### src/rtl/sync_up_counter.sv
// rtl/sync_up_counter.sv - synchronous modulo-N up-counter with load, tc/carry cascade outputs and wrap counter
// Optional saturating mode: define SYNC_UP_COUNTER_SAT_EN.
module sync_up_counter #(
    parameter int WIDTH   = 6,
    parameter int MODULUS = 64,
    parameter int WRAPW   = 8
) (
    input  logic             clk,
    input  logic             reset,
    input  logic             en,
    input  logic             load,
    input  logic [WIDTH-1:0] load_val,
    output logic [WIDTH-1:0] count,
    output logic [WIDTH-1:0] count_n,
    output logic             tc,
    output logic             carry,
    output logic             load_err,
    output logic [WRAPW-1:0] wrap_cnt
);

    // Compares run one bit wider so MODULUS == 2**WIDTH stays representable.
    localparam logic [WIDTH:0]   MOD_EXT = (WIDTH+1)'(MODULUS);
    localparam logic [WIDTH:0]   TOP_EXT = (WIDTH+1)'(MODULUS - 1);
    localparam logic [WIDTH-1:0] TOP     = TOP_EXT[WIDTH-1:0];

    if (MODULUS < 2 || MODULUS > (1 << WIDTH)) begin : g_bad_modulus
        $error("sync_up_counter: MODULUS out of range 2..2**WIDTH");
    end

    logic at_top;
    logic load_oor;

    assign at_top   = ({1'b0, count} == TOP_EXT);
    assign load_oor = ({1'b0, load_val} >= MOD_EXT);
    assign tc       = at_top;
    assign count_n  = ~count;

    always_ff @(posedge clk) begin
        if (reset) begin
            count    <= '0;
            carry    <= 1'b0;
            load_err <= 1'b0;
            wrap_cnt <= '0;
        end else if (load) begin
            carry <= 1'b0;
            if (load_oor) begin
                count    <= TOP;
                load_err <= 1'b1;
            end else begin
                count    <= load_val;
                load_err <= 1'b0;
            end
        end else if (en) begin
            load_err <= 1'b0;
            if (at_top) begin
`ifdef SYNC_UP_COUNTER_SAT_EN
                count <= TOP;
                carry <= 1'b0;
`else
                count    <= '0;
                carry    <= 1'b1;
                wrap_cnt <= wrap_cnt + WRAPW'(1);
`endif
            end else begin
                count <= count + WIDTH'(1);
                carry <= 1'b0;
            end
        end else begin
            carry    <= 1'b0;
            load_err <= 1'b0;
        end
    end

endmodule

### config.mk
export PLATFORM = sky130hd
export DESIGN_NAME = sync_up_counter
export DESIGN_NICKNAME = d
export VERILOG_FILES = /design/src/rtl/sync_up_counter.sv
export SDC_FILE = /design/constraint.sdc
export NUM_CORES = 1
export LEC_CHECK = 0
export BUFFER_PORTS_ARGS = -buffer_cell sky130_fd_sc_hd__buf_2
export CORE_MARGIN = 4
export CORE_UTILIZATION = 50
export DETAILED_ROUTE_END_ITERATION = 12
export PLACE_DENSITY = 0.85
export SLEW_MARGIN = 0
export SYNTH_ARGS = -nofsm -noshare
export SYNTH_HDL_FRONTEND = slang
export SYNTH_SLANG_ARGS = --single-unit
### constraint.sdc
create_clock -name clk -period 2.7 [get_ports clk]
set_input_delay 0.27 -clock clk [delete_from_list [all_inputs] [get_ports clk]]
set_output_delay 0.27 -clock clk [all_outputs]
set_load 0.01 [all_outputs]
[After elaboration in Yosys (flattened, before gate mapping)]
Cells that the tools add are included.
Storage, ports and cells
  flip-flop bits (word level): 15
  input port bits: 10
  output and inout bits: 23
  word-level logic and storage cells: 16
Cells by class
  add/subtract/negate cells: 2
  equality and inequality tests: 1
  multiplexer cells: 4
  bitwise gates (word level): 3
  reductions and logical operators: 3
Operator list (number)
  $mux 6: 3
  $add 8x1->8 const B: 1
  $add 6x1->6 const B: 1
  $eq 6x6->1 const B: 1
  $not 6->6: 1
  $reduce_and 3->1: 1
  $reduce_or 3->1: 1
  $not 1->1: 2
  $reduce_bool 2->1: 1
  $mux 1: 1

[Logic depth before layout (Yosys ltp)]
Gate-level depths: netlist of the first run.
  depth in word-level cells: 4
  mapped depth: 4
  depth with buffers taken out: 4

[Least setup slack after synthesis of the first run]
No wires, ideal clock.
  path type: reg2reg
  start: register count[0]
  end: register wrap_cnt[5]
  setup time: 0.121 ns
  arrival time: 1.539 ns
  data required time: 2.579 ns
  setup slack: 1.040 ns
  cell stages (with the launch flop): 5
  path buffers: 0
  clock period less this slack: 1.660 ns
  path through: dfxtp_1 -> ha_1 -> nand3b_1 -> nor4_1 -> mux2_2
Between the ends
  word-level cells in the longest chain between the ends: 2
Ends and longest elaborated chain
  from (decl): RTL line 13  | output logic [WIDTH-1:0] count,
  from (signal assigned): RTL line 50  | count <= load_val;
  from (signal assigned): RTL line 65  | count <= count + WIDTH'(1);
  $eq 6x6->1: RTL line 33  | assign at_top = ({1'b0, count} == TOP_EXT);
  $reduce_and 3->1 (no line)
  to (signal assigned): RTL line 62  | wrap_cnt <= wrap_cnt + WRAPW'(1);
  to (decl): RTL line 18  | output logic [WRAPW-1:0] wrap_cnt
No other way between the ends.
A chain may end at the register's enable or synchronous reset.

[Worst setup path after layout of the first run]
  start: register count[0]
  end: register wrap_cnt[7]
The elaborated chain is that of the path after synthesis.

==> summary.txt, run 1 <==
Final layout
  – Area growth from synthesis to layout: 20.3%
  – Layout Cells excl Fill: 148
  – Layout net count: 145
  – Most frequent cells in the layout: buf_2, dfxtp_1, inv_1
  – Most common cell after layout, fill and taps aside: buf_2
  – ANT cells: 0
  – Share of layout cells above drive strength 1: 31.1%

Timing
  – Final worst setup slack: 0.940 ns
  – Final Critical Period: 1.76 ns
  – Final setup fails: 0
  – Final Skew: 0.00602 ns
  – Fin. Hold Viols: 0
  – Fin crit share: 65.2%
  – Fmax: 568 MHz
  – Setup TNS: 0 ns
  – Max Slew Vio Count: 0
  – Unrepaired setup endpoints after global routing: false

Worst setup path
  – Largest delay share family, worst path: simple AND/OR/NAND/NOR gates
  – Crit path launch type: flip-flop
  – Critical path arrival: 1.95 ns
  – Slowest-stage cell, CP: dfxtp_1
  – Reg2reg setup slack: 0.94 ns
  – Crit path cell chain: ha_1, nand3b_1, nor4_1, mux2_2
  – Worst EP required: 2.89 ns
  – CP endpoint kind: flip-flop
  – Critical path type: reg2reg
  – Max stage delay on crit path: 0.45 ns
  – Buffers and inverters on the worst path: 0
  – Largest fanout on the critical path: 8

Detailed routing
  – Final WL: 1.84 mm
  – Total number of vias: 819
  – DRC viols: 0
  – Routed vias/inst: 5.53
  – Iteration-0 DRC Markers: 18
  – Antenna viol nets, final: 0
  – Pre-antenna DRT Iters: 4
  – Wire per inst: 12.4 µm

Placed design
  – GP Congestion: 0.800
  – Dpl ws: 0.950 ns
  – Placed Cells incl. Taps: 144
  – Hpwl dp: 1.35 mm
  – I/O Buffers: 31

Clock tree
  – Post-CTS Setup Bufs: 0
  – Resized cells post-CTS: 0
  – Clk root buf: clkbuf_4
  – CTS max path bufs: 2
  – Reg clk slew, reported paths: 0.10 ns
  – Clock latency on the worst-skew pair: 0.28 ns
  – TritonCTS Buffers: 3
  – CTS tree: yes
  – H-tree Lvls: 1
  – Clock Sinks: 15
  – Hold Buf Count CTS: 0

Synthesis
  – Syn Std Cell Area: 846 µm²
  – Cell taking the most area after synthesis: dfxtp_1
  – Post-synth cell types: 36
  – Post-synthesis cell count: 103
  – Count of state elements after synthesis: 15
  – Seq/Total Area, Yosys: 35.5%
  – Synth area leaders: dfxtp_1, a21oi_1, inv_1, mux2_2, nor2_1
  – Post-synth ARST share: 0%
  – Number of flops mapped to enable cells by yosys: 0
  – Syn. warnings: 0
  – Mean Syn Cell Area: 8.21 µm²
  – Post-synth top area share: 35.5%
  – Most used DFF post-synth: dfxtp_1
  – Synth Net Count: 115

Power and ir drop
  – VDD IR max: 0.290 mV
  – Final Power: 0.433 mW
  – P_leak: 0.446 nW
  – Pwr/cell area: 425 nW/µm²

Outcome
  – Status: completed

Run
  – Max-Cap Viols: 0

Die
  – Die area: 2410 µm²
  – Site Rows: 14
  – Die X: 49.1 µm
  – Die height: 49.1 µm
  – Core Footprint: 1560 µm²
  – Initial core utilization: 54.3%
  – I/O pin total: 33

GRT
  – Initial antenna violation count: 0
  – Vias in the first global route: 679
  – First-pass GRT wire length: 2.96 mm
  – Largest net degree at the start of global routing: 20
  – Total track usage: 15.4%
  – Total gr overflow: 0

Hold path
  – Min-delay worst type: in2reg
[state kept, by name, summed over array words and instances (netlist names)]
register  cells
count         6
carry         1
wrap_cnt      8
[area by class of cell]
class / count / area, µm²
clock buffers: 3 / 22.5
clock inverters: 1 / 5.00
fillers: 135 / 542
inverters: 12 / 45.0
multi-input cells: 70 / 469
flip-flops and latches: 15 / 300
well taps: 16 / 20.0
repair buffers: 31 / 155
[worst min-delay path: stages]
cell and delay, ns:
buf_2 0.07, mux2i_1 0.05, nor2_1 0.07
[kinds of logic after synthesis]
logic type / share of synthesized area, %
compound gates: 15.8
buf+inv: 9.02
mux: 6.51
other cells: 0.443
simple gates: 26.6
xor+xnor: 3.11
flops: 35.5
fa+ha+maj: 2.96
[per-stage QoR]
stage	utilization, %	cell area (µm²)	hold slack (ns)
finish	65.2	1020	0.217
detailed placement	63.5	990	0.509
CTS	65.2	1020	0.222
floorplan	-	846	0.417
global placement	63.5	990	0.490
global route	65.2	1020	0.230
[power breakdown]
| group | leakage (nW) | switching, mW | internal [mW] |
|---|---|---|---|
| clock | 0.0177 | 0.0780 | 0.0550 |
| sequential | 0.122 | 0.0109 | 0.227 |
| combinational | 0.306 | 0.0337 | 0.0277 |
| total | 0.446 | 0.123 | 0.310 |
[metal layers]
| metal | vias up | track usage [%] | wire length, µm |
|---|---|---|---|
| met5 | - | 0 | 0 |
| met4 | 0 | 4.27 | 21 |
| met3 | 4 | 3.06 | 109 |
| met2 | 28 | 26.6 | 888 |
| met1 | 361 | 19.1 | 818 |
| li1 | 426 | - | - |
[synthesized netlist by cell type, types with 2 or more instances]
cell type / number
mux2_2: 4
buf_4: 2
nor4_1: 4
dfxtp_1: 15
clkbuf_1: 2
or4_1: 2
or3_1: 4
o21ai_0: 3
nor2b_1: 3
nand4_1: 2
nand2_1: 3
nor3_1: 2
inv_1: 12
o31ai_1: 2
ha_1: 2
a21oi_1: 9
nor2_1: 8
xnor2_1: 3
nand3_1: 4
[worst paths after layout]
check,start,end,cells past startpoint
max,count[0]$_SDFFE_PP0P_,wrap_cnt[7]$_SDFFE_PP0P_,4
min,load_val[1],count[1]$_SDFFE_PP0P_,3
max reg2reg,count[0]$_SDFFE_PP0P_,wrap_cnt[7]$_SDFFE_PP0P_,4
min reg2reg,wrap_cnt[4]$_SDFFE_PP0P_,wrap_cnt[4]$_SDFFE_PP0P_,2
Power figures use the tool's default switching activity.
==> run 2, diff against run 1 <==
- CORE_UTILIZATION: 50 -> 47
- PLACE_DENSITY: 0.85 -> 0.8
- clock period: 2.7 -> 1.7 ns (I/O delays scaled with it)
==> run 2 against run 1 <==
Critical path depth did not move. Combinational power grew 78%. Worst hold slack got worse by 0.094 ns. Non-clock buffer count rose by 4. First-iteration DRC count shrank 5.6%. Fmax grew 11%. Wire length grew 3.0%.
==> summary.txt, run 2 (synthesis gave the netlist of run 1 again) <==
Clock tree
  – CTS tree: yes (unchanged)
  – Reg clk slew, reported paths: 0.08 ns (was 0.10 ns)
  – H-tree Lvls: 1 (unchanged)
  – Clk root buf: clkbuf_4 (unchanged)
  – TritonCTS Buffers: 3 (unchanged)
  – Post-CTS Setup Bufs: 0 (unchanged)
  – Clock Sinks: 15 (unchanged)
  – Clock latency on the worst-skew pair: 0.28 ns (about the same)
  – CTS max path bufs: 2 (unchanged)

GRT
  – Total track usage: 15.2% (was 15.4%)
  – Initial antenna violation count: 0 (unchanged)
  – Largest net degree at the start of global routing: 20 (unchanged)
  – First-pass GRT wire length: 3.02 mm (was 2.96 mm)
  – Vias in the first global route: 701 (was 679)
  – Total gr overflow: 0 (unchanged)

Timing
  – Final setup fails: 0 (unchanged)
  – Fin. Hold Viols: 0 (unchanged)
  – Max Slew Vio Count: 0 (unchanged)
  – Fmax: 631 MHz (was 568 MHz)
  – Fin Hold WS: 0.124 ns (was 0.217 ns)
  – Unrepaired setup endpoints after global routing: false (unchanged)
  – Setup TNS: 0 ns (unchanged)
  – Final Critical Period: 1.58 ns (was 1.76 ns)
  – Fin crit share: 93.2% (was 65.2%)
  – Final Skew: 0.00118 ns (was 0.00602 ns)

Power and ir drop
  – Comb pwr share: 15.8% (was 14.2%)
  – VDD IR max: 0.555 mV (was 0.290 mV)
  – Int Power: 0.503 mW (was 0.310 mW)
  – Pwr/cell area: 646 nW/µm² (was 425 nW/µm²)
  – P_sw: 0.183 mW (was 0.123 mW)
  – Switching Fraction: 26.7% (was 28.3%)
  – Sequential power share: 54.7% (was 55.1%)
  – Final Power: 0.686 mW (was 0.433 mW)
  – P_leak: 0.464 nW (was 0.446 nW)
  – Clock group share of total power: 29.5% (was 30.8%)

Placed design
  – Placed Cells incl. Taps: 157 (was 144)
  – Hpwl dp: 1.41 mm (was 1.35 mm)
  – GP Congestion: 0.820 (was 0.800)
  – I/O Buffers: 31 (unchanged)

Worst setup path
  – Critical path type: reg2reg (unchanged)
  – Max stage delay on crit path: 0.37 ns (was 0.45 ns)
  – Crit path cell chain: ha_1, nand3b_1, nor4_1, mux2_2 (unchanged)
  – Largest delay share family, worst path: simple AND/OR/NAND/NOR gates (unchanged)
  – Largest fanout on the critical path: 8 (unchanged)
  – Crit path launch type: flip-flop (unchanged)
  – CP endpoint kind: flip-flop (unchanged)
  – Critical path arrival: 1.76 ns (was 1.95 ns)
  – Worst EP required: 1.88 ns (was 2.89 ns)
  – Slowest-stage cell, CP: nor4_1 (was dfxtp_1)
  – Buffers and inverters on the worst path: 0 (unchanged)

Detailed routing
  – Antenna viol nets, final: 0 (unchanged)
  – Routed vias/inst: 5.20 (was 5.53)
  – Wire per inst: 11.8 µm (was 12.4 µm)
  – Iteration-0 DRC Markers: 17 (was 18)
  – DRC viols: 0 (unchanged)
  – Final WL: 1.89 mm (was 1.84 mm)
  – Pre-antenna DRT Iters: 4 (unchanged)
  – Total number of vias: 838 (was 819)

Die
  – Initial core utilization: 49.5% (was 54.3%)
  – Site Rows: 15 (was 14)
  – Die X: 50.4 µm (was 49.1 µm)
  – Die area: 2540 µm² (was 2410 µm²)
  – Core Footprint: 1710 µm² (was 1560 µm²)
  – I/O pin total: 33 (unchanged)
  – Die height: 50.4 µm (was 49.1 µm)

Final layout
  – Share of layout cells above drive strength 1: 35.3% (was 31.1%)
  – Area growth from synthesis to layout: 25.6% (was 20.3%)
  – ANT cells: 0 (unchanged)
  – Largest Register: wrap_cnt (unchanged)
  – Final design utilization: 62.2% (was 65.2%)
  – Most common cell after layout, fill and taps aside: buf_2 (unchanged)
  – Filler Cells Inserted: 160 (was 135)
  – Biggest regs: wrap_cnt (8), count (6), carry (1) (unchanged)
  – Layout net count: 149 (was 145)
  – Most frequent cells in the layout: buf_2, inv_1, dfxtp_1 (was buf_2, dfxtp_1, inv_1)
  – Layout Cells excl Fill: 161 (was 148)
  – Max reg flops: 8 (unchanged)

Outcome
  – Status: completed (unchanged)

Hold path
  – Min-delay worst type: in2reg (unchanged)

Run
  – Max-Cap Viols: 0 (unchanged)
==> run 2: area by class of cell <==
| class | instances | area [µm²] | area share (%) |
|---|---|---|---|
| Inverter | 12 | 45.0 | 4.24 |
| Sequential cell | 15 | 305 | 28.7 |
| Multi-Input combinational cell | 70 | 469 | 44.2 |
| Tap cell | 25 | 31.3 | 2.94 |
| Clock buffer | 4 | 26.3 | 2.47 |
| Timing Repair Buffer | 35 | 185 | 17.4 |
==> run 2: layer usage <==
| layer | track usage, % | share of wire, % | up-vias |
|---|---|---|---|
| met1 | 18.7 | 46 | 387 |
| li1 | - | - | 431 |
| met3 | 6.53 | 6.2 | 0 |
| met5 | 0 | 0 | - |
| met2 | 25.4 | 48 | 20 |
| met4 | 1.35 | 0 | 0 |
==> run 2: what timing repair did <==
item / CTS / global route
setup endpoints to repair: 0 / 1
hold buffers: 0 / 0
gates resized for setup: 0 / 4
==> run 2: power by group through the flow <==
stage,combinational (mW),clock (mW),sequential (mW)
finish,0.109,0.202,0.375
global route,0.120,0.225,0.377
CTS,0.109,0.208,0.374
detailed placement,0.108,0,0.382
global placement,0.107,0,0.381
floorplan,0.0601,0,0.388
==> run 2: path summary, 6_finish.rpt <==
check,from,to,slack [ns],cells after the start
setup / recovery,count[1]$_SDFFE_PP0P_,wrap_cnt[7]$_SDFFE_PP0P_,0.12,4
hold / removal,load_val[1],count[1]$_SDFFE_PP0P_,0.12,3
setup reg to reg,count[1]$_SDFFE_PP0P_,wrap_cnt[7]$_SDFFE_PP0P_,0.12,4
hold reg to reg,wrap_cnt[6]$_SDFFE_PP0P_,wrap_cnt[6]$_SDFFE_PP0P_,0.51,2
==> run 2: tightest hold or removal path, cell delays in order <==
cell     delay, ns
buf_2         0.07
mux2i_1       0.05
nor2_1        0.07
==> run 2: per-stage QoR <==
step / setup WS, ns / cell area, µm²
6_report: 0.115 / 1060
5_1_grt: 0.0101 / 1060
4_1_cts: 0.0733 / 1060
3_5_place_dp: 0.109 / 1030
3_3_place_gp: 0.203 / 1030
2_1_floorplan: 0.0403 / 846
==> run 3, diff against run 2 <==
- ABC_AREA: not set -> 1
- CORE_UTILIZATION: 47 -> 46
==> run 3 against run 2 <==
Register-to-register slack better by 0.09 ns. Flip-flop and latch count unchanged. Global-route usage up 1.9 points. Via count up 3.0%. Fmax up 6.2%. Power down 2.0%. Design area down 7.4%. Combinational power down 25%. Sequential power about the same. First-iteration DRC count up 5.9%. Clock skew up 0.0034 ns. Critical endpoint is now tc.
==> summary.txt, run 3 <==
Detailed routing
  – DRC viols: 0 (unchanged)
  – Total number of vias: 863 (was 838)
  – Routed vias/inst: 5.26 (was 5.20)
  – Wire per inst: 12.0 µm (was 11.8 µm)
  – Antenna viol nets, final: 0 (unchanged)
  – Final WL: 1.97 mm (was 1.89 mm)
  – Pre-antenna DRT Iters: 5 (was 4)
  – Iteration-0 DRC Markers: 18 (was 17)

Worst setup path
  – Critical path type: reg2out (was reg2reg)
  – R2R Path Start: count[1]$_SDFFE_PP0P_ (unchanged)
  – Worst EP required: 1.53 ns (was 1.88 ns)
  – CP endpoint kind: output port (was flip-flop)
  – CP Launch Point: count[1]$_SDFFE_PP0P_ (unchanged)
  – Critical path arrival: 1.32 ns (was 1.76 ns)
  – Largest fanout on the critical path: 5 (was 8)
  – Crit path launch type: flip-flop (unchanged)

Timing
  – Final setup fails: 0 (unchanged)
  – Final Skew: 0.00460 ns (was 0.00118 ns)
  – Setup TNS: 0 ns (unchanged)
  – Fmax: 670 MHz (was 631 MHz)
  – Fin crit share: 87.8% (was 93.2%)
  – Max Slew Vio Count: 0 (unchanged)
  – Fin. Hold Viols: 0 (unchanged)
  – Unrepaired setup endpoints after global routing: false (unchanged)
  – Final Critical Period: 1.49 ns (was 1.58 ns)

GRT
  – Vias in the first global route: 755 (was 701)
  – First-pass GRT wire length: 3.28 mm (was 3.02 mm)
  – Total track usage: 17.1% (was 15.2%)
  – Largest net degree at the start of global routing: 12 (was 20)
  – Initial antenna violation count: 0 (unchanged)
  – Total gr overflow: 0 (unchanged)

Synthesis
  – Synth area leaders: dfxtp_1, nand2_1, inv_1, a21oi_1, nand3_1 (was dfxtp_1, a21oi_1, inv_1, mux2_2, nor2_1)
  – Syn Std Cell Area: 803 µm² (was 846 µm²)
  – Post-synth cell types: 20 (was 36)
  – Cell taking the most area after synthesis: dfxtp_1 (unchanged)
  – Commonest cells post-synth: nand2_1, dfxtp_1, inv_1, nor2_1 (was dfxtp_1, inv_1, a21oi_1, nor2_1)
  – Mean Syn Cell Area: 6.92 µm² (was 8.21 µm²)
  – Most used DFF post-synth: dfxtp_1 (unchanged)
  – Post-synth ARST share: 0% (unchanged)
  – Syn. warnings: 0 (unchanged)
  – Synth Net Count: 128 (was 115)
  – Post-synth top area share: 37.4% (was 35.5%)
  – Seq/Total Area, Yosys: 37.4% (was 35.5%)
  – Post-synthesis cell count: 116 (was 103)
  – Count of state elements after synthesis: 15 (unchanged)
  – Top-count cell post-synth: nand2_1 (was dfxtp_1)
  – Number of flops mapped to enable cells by yosys: 0 (unchanged)

Placed design
  – Placed Cells incl. Taps: 160 (was 157)
  – Hpwl dp: 1.52 mm (was 1.41 mm)
  – GP Congestion: 0.820 (unchanged)
  – Placement-stage cell area: 956 µm² (was 1030 µm²)
  – I/O Buffers: 31 (unchanged)

Final layout
  – Design area: 983 µm² (was 1060 µm²)
  – Layout Cells excl Fill: 164 (was 161)
  – Largest Register: wrap_cnt (unchanged)
  – ANT cells: 0 (unchanged)
  – Area growth from synthesis to layout: 22.4% (was 25.6%)
  – Most frequent cells in the layout: nand2_1, buf_2, dfxtp_1 (was buf_2, inv_1, dfxtp_1)
  – Share of layout cells above drive strength 1: 27.0% (was 35.3%)
  – Biggest regs: wrap_cnt (8), count (6), carry (1) (unchanged)
  – Filler Cells Inserted: 154 (was 160)
  – Layout net count: 161 (was 149)
  – Max reg flops: 8 (unchanged)
  – Most common cell after layout, fill and taps aside: nand2_1 (was buf_2)

Clock tree
  – CTS tree: yes (unchanged)
  – Reg clk slew, reported paths: 0.10 ns (was 0.08 ns)
  – TritonCTS Buffers: 3 (unchanged)
  – Hold Buf Count CTS: 0 (unchanged)
  – Resized cells post-CTS: 0 (unchanged)
  – CTS max path bufs: 2 (unchanged)
  – Clk root buf: clkbuf_4 (unchanged)
  – Clock Sinks: 15 (unchanged)
  – Clock latency on the worst-skew pair: 0.30 ns (was 0.28 ns)
  – Post-CTS Setup Bufs: 0 (unchanged)
  – H-tree Lvls: 1 (unchanged)

Run
  – Max-Cap Viols: 0 (unchanged)

Power and ir drop
  – P_leak: 0.483 nW (was 0.464 nW)
  – VDD IR max: 0.527 mV (was 0.555 mV)
  – Pwr/cell area: 683 nW/µm² (was 646 nW/µm²)

Die
  – Die X: 49.8 µm (was 50.4 µm)
  – Core Footprint: 1580 µm² (was 1710 µm²)
  – I/O pin total: 33 (unchanged)
  – Initial core utilization: 51.0% (was 49.5%)
  – Die area: 2480 µm² (was 2540 µm²)
  – Die height: 49.8 µm (was 50.4 µm)
  – Site Rows: 14 (was 15)

Hold path
  – HP Start: load_val[4] (was load_val[1])
  – Min-delay worst type: in2reg (unchanged)

Outcome
  – Status: completed (unchanged)
[run 3: cell count changes after synthesis, moves of 4 or more]
cell / change
nand2_1: +30
nand3_1: +6
a22oi_1: +4
mux2_2: -4
nor4_1: -4
or3_1: -4
[run 3: worst max-delay path: stages, from the launching register on]
cell and delay, ns:
dfxtp_1 0.40, ha_1 0.22, nand3_2 0.12, nor2_4 0.13, buf_2 0.15
[run 3: cells by family after synthesis]
kind of cell	Yosys count	synth area share [%]
buf+inv	18	10.4
flops	15	37.4
xor+xnor	4	4.36
fa+ha+maj	2	3.11
simple gates	58	31.6
other cells	1	0.467
compound gates	18	12.6
[run 3: path summary, 6_finish.rpt]
check | end | slack, ns | depth (start not counted)
worst max-delay path | tc | 0.21 | 4
worst max register to register | wrap_cnt[7]$_SDFFE_PP0P_ | 0.21 | 8
worst min-delay path | count[4]$_SDFFE_PP0P_ | 0.13 | 3
worst min register to register | wrap_cnt[6]$_SDFFE_PP0P_ | 0.51 | 2
[run 3: per-stage QoR]
step	setup WS (ns)	power (mW)	hold slack (ns)	util, %
after global placement	0.285	0.461	0.454	60.6
after global routing	0.0577	0.709	0.120	62.4
final	0.207	0.672	0.132	62.4
after floorplan	0.291	0.426	0.332	-
after detailed placement	0.221	0.464	0.451	60.6
after CTS	0.204	0.680	0.127	62.4
[run 3: where the power goes]
group	internal, mW	total [mW]	switching (mW)
registers	0.360	0.373	0.0129
clock network	0.0878	0.217	0.129
logic	0.0339	0.0818	0.0479
[run 3: area by class of cell]
class                   count  area, µm²  area share (%)
well taps                  16       20.0            2.04
clock inverters             1       5.00           0.509
clock buffers               3       22.5            2.29
inverters                  15       61.3            6.23
multi-input cells          83        419            42.6
repair buffers             31        155            15.8
flip-flops and latches     15        300            30.5
[run 3: per-layer routing]
layer	wire length [µm]	track usage, %	vias up
li1	-	-	430
met1	857	19.2	392
met2	947	29.5	34
met3	112	2.71	7
met4	57	11.1	0
met5	0	0	-
